[src/rtl/change_dispenser.sv]
// Coin change dispenser: greedy refund from a four-denomination float, one coin
// per hopper handshake, with a per-coin acknowledge timeout.
module change_dispenser #(
    parameter logic [3:0] INIT_COUNT  = 4'd10,
    parameter int         ACK_TIMEOUT = 8
) (
    input  logic        CLK,
    input  logic        RESET,
    input  logic        start,
    input  logic [15:0] amount,
    input  logic        coin_in_valid,
    input  logic [1:0]  coin_in_type,
    output logic        coin_out_valid,
    output logic [1:0]  coin_out_type,
    input  logic        coin_out_ack,
    output logic        busy,
    output logic        done,
    output logic [1:0]  error_code,
    output logic [15:0] remaining,
    output logic [3:0]  count_500,
    output logic [3:0]  count_1000,
    output logic [3:0]  count_2000,
    output logic [3:0]  count_5000
);

    localparam logic [1:0] IDLE    = 2'd0;
    localparam logic [1:0] SELECT  = 2'd1;
    localparam logic [1:0] PRESENT = 2'd2;
    localparam logic [1:0] FINISH  = 2'd3;

    localparam logic [1:0] ERR_OK      = 2'b00;
    localparam logic [1:0] ERR_CHANGE  = 2'b01;
    localparam logic [1:0] ERR_TIMEOUT = 2'b10;

    localparam int             TW       = (ACK_TIMEOUT > 1) ? $clog2(ACK_TIMEOUT) : 1;
    localparam logic [TW-1:0]  TMO_LAST = TW'(ACK_TIMEOUT - 1);

    function automatic logic [15:0] coin_value(input logic [1:0] t);
        case (t)
            2'd0:    coin_value = 16'd5;
            2'd1:    coin_value = 16'd10;
            2'd2:    coin_value = 16'd20;
            default: coin_value = 16'd50;
        endcase
    endfunction

    function automatic logic [3:0] sat_inc(input logic [3:0] c);
        sat_inc = (c == 4'd15) ? c : c + 4'd1;
    endfunction

    logic [1:0]    state;
    logic [TW-1:0] tmo_cnt;
    logic [3:0]    cnt [4];
    logic          pick_ok;
    logic [1:0]    pick_type;
    logic          ack_take;
    logic [15:0]   rem_next;
    logic [3:0]    dep;
    logic [3:0]    take;

    assign busy           = (state != IDLE);
    assign done           = (state == FINISH);
    assign coin_out_valid = (state == PRESENT);
    assign ack_take       = (state == PRESENT) && coin_out_ack;
    assign rem_next       = remaining - coin_value(coin_out_type);

    assign count_500  = cnt[0];
    assign count_1000 = cnt[1];
    assign count_2000 = cnt[2];
    assign count_5000 = cnt[3];

    // Greedy pick: largest coin that fits the remainder and is in stock.
    always_comb begin
        pick_ok   = 1'b1;
        pick_type = 2'd0;
        if (cnt[3] != 4'd0 && remaining >= 16'd50)
            pick_type = 2'd3;
        else if (cnt[2] != 4'd0 && remaining >= 16'd20)
            pick_type = 2'd2;
        else if (cnt[1] != 4'd0 && remaining >= 16'd10)
            pick_type = 2'd1;
        else if (cnt[0] != 4'd0 && remaining >= 16'd5)
            pick_type = 2'd0;
        else
            pick_ok = 1'b0;
    end

    always_comb begin
        dep  = 4'd0;
        take = 4'd0;
        for (int i = 0; i < 4; i++) begin
            dep[i]  = coin_in_valid && (coin_in_type == 2'(i));
            take[i] = ack_take && (coin_out_type == 2'(i));
        end
    end

    always_ff @(posedge CLK or posedge RESET) begin
        if (RESET) begin
            state         <= IDLE;
            coin_out_type <= 2'd0;
            error_code    <= ERR_OK;
            remaining     <= 16'd0;
            tmo_cnt       <= '0;
        end else begin
            case (state)
                IDLE: begin
                    if (start) begin
                        remaining  <= amount;
                        error_code <= ERR_OK;
                        if ((amount % 16'd5) != 16'd0) begin
                            error_code <= ERR_CHANGE;
                            state      <= FINISH;
                        end else if (amount == 16'd0) begin
                            state <= FINISH;
                        end else begin
                            state <= SELECT;
                        end
                    end
                end
                SELECT: begin
                    tmo_cnt <= '0;
                    if (pick_ok) begin
                        coin_out_type <= pick_type;
                        state         <= PRESENT;
                    end else begin
                        error_code <= ERR_CHANGE;
                        state      <= FINISH;
                    end
                end
                PRESENT: begin
                    if (coin_out_ack) begin
                        remaining <= rem_next;
                        state     <= (rem_next == 16'd0) ? FINISH : SELECT;
                    end else if (tmo_cnt == TMO_LAST) begin
                        error_code <= ERR_TIMEOUT;
                        state      <= FINISH;
                    end else begin
                        tmo_cnt <= tmo_cnt + 1'b1;
                    end
                end
                default: state <= IDLE;
            endcase
        end
    end

    // A deposit and a dispense of the same type in one cycle cancel out.
    always_ff @(posedge CLK or posedge RESET) begin
        if (RESET) begin
            for (int i = 0; i < 4; i++)
                cnt[i] <= INIT_COUNT;
        end else begin
            for (int i = 0; i < 4; i++) begin
                if (dep[i] && !take[i])
                    cnt[i] <= sat_inc(cnt[i]);
                else if (take[i] && !dep[i])
                    cnt[i] <= cnt[i] - 4'd1;
            end
        end
    end

endmodule

[config.mk]
export PLATFORM = sky130hd
export DESIGN_NAME = change_dispenser
export DESIGN_NICKNAME = d
export VERILOG_FILES = /design/src/rtl/change_dispenser.sv
export SDC_FILE = /design/constraint.sdc
export NUM_CORES = 1
export LEC_CHECK = 0
export ABC_AREA = 0
export CAP_MARGIN = 40
export CORE_UTILIZATION = 30
export DETAILED_ROUTE_END_ITERATION = 7
export SETUP_SLACK_MARGIN = 0.4
export SLEW_MARGIN = 30
export SYNTH_ARGS = -nofsm -noshare
export SYNTH_HDL_FRONTEND = slang
export SYNTH_SLANG_ARGS = --single-unit
[constraint.sdc]
create_clock -name CLK -period 3.4 [get_ports CLK]
set_input_delay 0.68 -clock CLK [delete_from_list [all_inputs] [get_ports CLK]]
set_output_delay 0.68 -clock CLK [all_outputs]
set_load 0.01 [all_outputs]
==> results_dict.tcl <==
set metrics [dict create \
    outcome "finished, violations left" \
    violations "setup timing" \
    fin_crit_ns 5.18 \
    maxCapViolCount 0 \
    slew_violations 0 \
    synth.yosys.seq_area_share_pct 22.4 \
    clock_latency_ns 0.29 \
    cp_slowest_cell "or4b_4" \
    die_h_um 126 \
    crit_path_frequent_cell "buf_6" \
    worst_slack_ns -1.78 \
    grt-ovfl-total 0 \
    met3_usage_pct 1.31 \
    port_buffers 61 \
    final_cells 935 \
    antenna_found_initial 0 \
    grt_pass1_vias 4881 \
    drt-wirelength-per-cell_um 15.2 \
    end_kind "flop" \
    reg2reg_from "coin_out_type[1]" \
    rows 45 \
    grt_util_met2_pct 31.7 \
    tritoncts "yes" \
    cts.path.max_buffers 2 \
    area_growth_pct 47.3 \
    holdBufCountCts 0 \
    cts_made_buffers 5 \
    final_common_cell "buf_4" \
    grt.busiest_layer "met2" \
    wirelength_um 14200 \
    antenna_cells 0 \
    nets 797 \
    setup_tns_ns -3.48 \
    final_hold_viol_count 0 \
    layout_common_cells "113 x buf_4, 55 x clkdlybuf4s50_1, 52 x nand2_1" \
    ys_ff_latch 41 \
    synth_cell_types 95 \
    p_leak_nw 2.84 \
    dieArea_um2 15900 \
    h-tree-depth 2 \
    avgViaCountPerCell 5.44 \
    clock_skew_ns 0.00865 \
    syn_inst 577 \
    setup-violations-final 2 \
    die_w_um 126 \
    powerDensity_nw_per_um2 706 \
    startpoint "amount[11]" \
    synth_nets 628 \
    clk_pin_slew_ns 0.06 \
    synthesis.area_um2 4630 \
    tightestPinTransition_ns 0.700 \
    layout-drive-gt1-share_pct 31.1 \
    grt_usage_pct 17.3 \
    grt_use_met1_pct 22.0 \
    dpl.hpwl_um 10300 \
    synth-main-ff-cell "dfrtp_1" \
    grt_first_pass_wirelength_um 23100 \
    grt_setup_unrepaired "yes" \
    synth.avg_cell_area_um2 8.03 \
    cp.required_ns 3.57 \
    ys_warn_count 0 \
    hold_path_class "flop to flop" \
    critical_path_arrival_ns 5.36 \
    max_slew_margin_pct 53.1 \
    cpPeakStageDelay_ns 0.52 \
    max_freq_mhz 193 \
    async_flop_share_pct 100 \
    drt_iter0_markers 271 \
    max-vdd-ir-drop_mv 0.274 \
    min_from "tmo_cnt[2]" \
    cts-root-buf "clkbuf_16" \
    n_fill_cell 1448 \
    globalplace.congestion 0.875 \
    period_share_pct 152 \
    cp_max_fo 7 \
    crit_family "compound AO/OA/AOI/OAI gates" \
    drtAntennaViolNets 0 \
    preCtsSetupSlack_ns -2.55 \
    first_pass_iters 5 \
    synth_edf_count 0 \
    worstSetupPathType "input pin to flop" \
    start_util_pct 30.6 \
    core_region_area_um2 15100 \
    drcViolationCount 0 \
    num_io_pins 62 \
    clock-sinks 41 \
    placed_cells 893 \
    grt_max_degree 42 \
    critical_path_buf_inv_count 7 \
    via_count 5084 \
    critical_path.startpoint_type "input pin" \
]
metal layers:
layer | vias to the layer above | share of wire, %
li1 | 2499 | -
met1 | 2447 | 45
met5 | - | 0
met2 | 122 | 50
met3 | 16 | 3.5
met4 | 0 | 1.0
synthesized netlist by cell type, types with 12 or more instances:
library cell | instances | area share [%]
xor2_1 | 12 | 2.3
o21ai_0 | 26 | 2.8
nand3_1 | 20 | 2.2
nor3_1 | 18 | 1.9
inv_1 | 24 | 1.9
nand2_1 | 53 | 4.3
nor2_1 | 34 | 2.8
dfrtp_1 | 33 | 18
xnor2_1 | 17 | 3.2
nor4_1 | 14 | 1.9
nand4_1 | 12 | 1.6
ha_1 | 23 | 6.2
clkbuf_1 | 20 | 1.6
o22ai_1 | 12 | 1.6
a21oi_1 | 39 | 4.2
what timing repair did:
| item | 4_1_cts | 5_1_grt |
|---|---|---|
| setup endpoints to repair | 2 | 7 |
| buffers inserted | 22 | 11 |
| cloned | 1 | 0 |
| hold endpoints to repair | 0 | 0 |
| gates resized for setup | 57 | 35 |
| pin swaps | 35 | 32 |
power by group:
part	total, mW	internal (mW)	switching, mW	leakage [nW]
registers	1.16	0.776	0.380	0.468
logic	3.19	1.64	1.55	2.30
clock network	0.473	0.270	0.203	0.0696
registers in the layout (all words and copies together) (netlist names):
name	count
count_500	4
tmo_cnt	3
remaining	16
state	2
error_code	2
coin_out_type	2
count_5000	4
count_2000	4
count_1000	4
path summary, 6_finish.rpt:
| path | end | slack (ns) | depth (start not counted) |
|---|---|---|---|
| setup / recovery | state[1] | -1.78 | 28 |
| hold / removal | tmo_cnt[2] | 0.50 | 1 |
| setup reg to reg | state[1] | 0.15 | 18 |
| hold reg to reg | tmo_cnt[2] | 0.50 | 1 |
| max in group asynchronous | count_500[1] | 2.18 | 3 |
| min in group asynchronous | count_1000[0] | 0.84 | 3 |
final cells by class:
class / count / area [µm²] / area share (%)
clock buffer: 5 / 125 / 1.83
clock inverter: 3 / 17.5 / 0.257
inverter: 27 / 101 / 1.48
multi-input combinational: 472 / 3580 / 52.5
sequential: 41 / 1040 / 15.2
tap: 188 / 235 / 3.45
timing repair buffer: 199 / 1730 / 25.3
through the flow:
stage / hold slack (ns) / cell area, µm² / total power, mW / util (%)
2_1_floorplan: 0.472 / 4720 / 2.98 / -
5_1_grt: 0.518 / 6830 / 5.23 / 45.1
3_5_place_dp: 0.497 / 6140 / 4.19 / 40.5
3_3_place_gp: 0.482 / 6140 / 4.11 / 40.5
4_1_cts: 0.508 / 6580 / 4.74 / 43.5
6_report: 0.504 / 6830 / 4.82 / 45.1
cell families after synthesis:
family | share of synthesized area (%)
buffers and inverters | 6.64
and+or+nand+nor | 27.5
xor gates and xnor gates | 5.48
muxes | 3.86
DFF | 22.4
AOI/OAI and AO/OA | 25.6
adders and majority gates | 8.59
(Power assumes the default switching activity.)
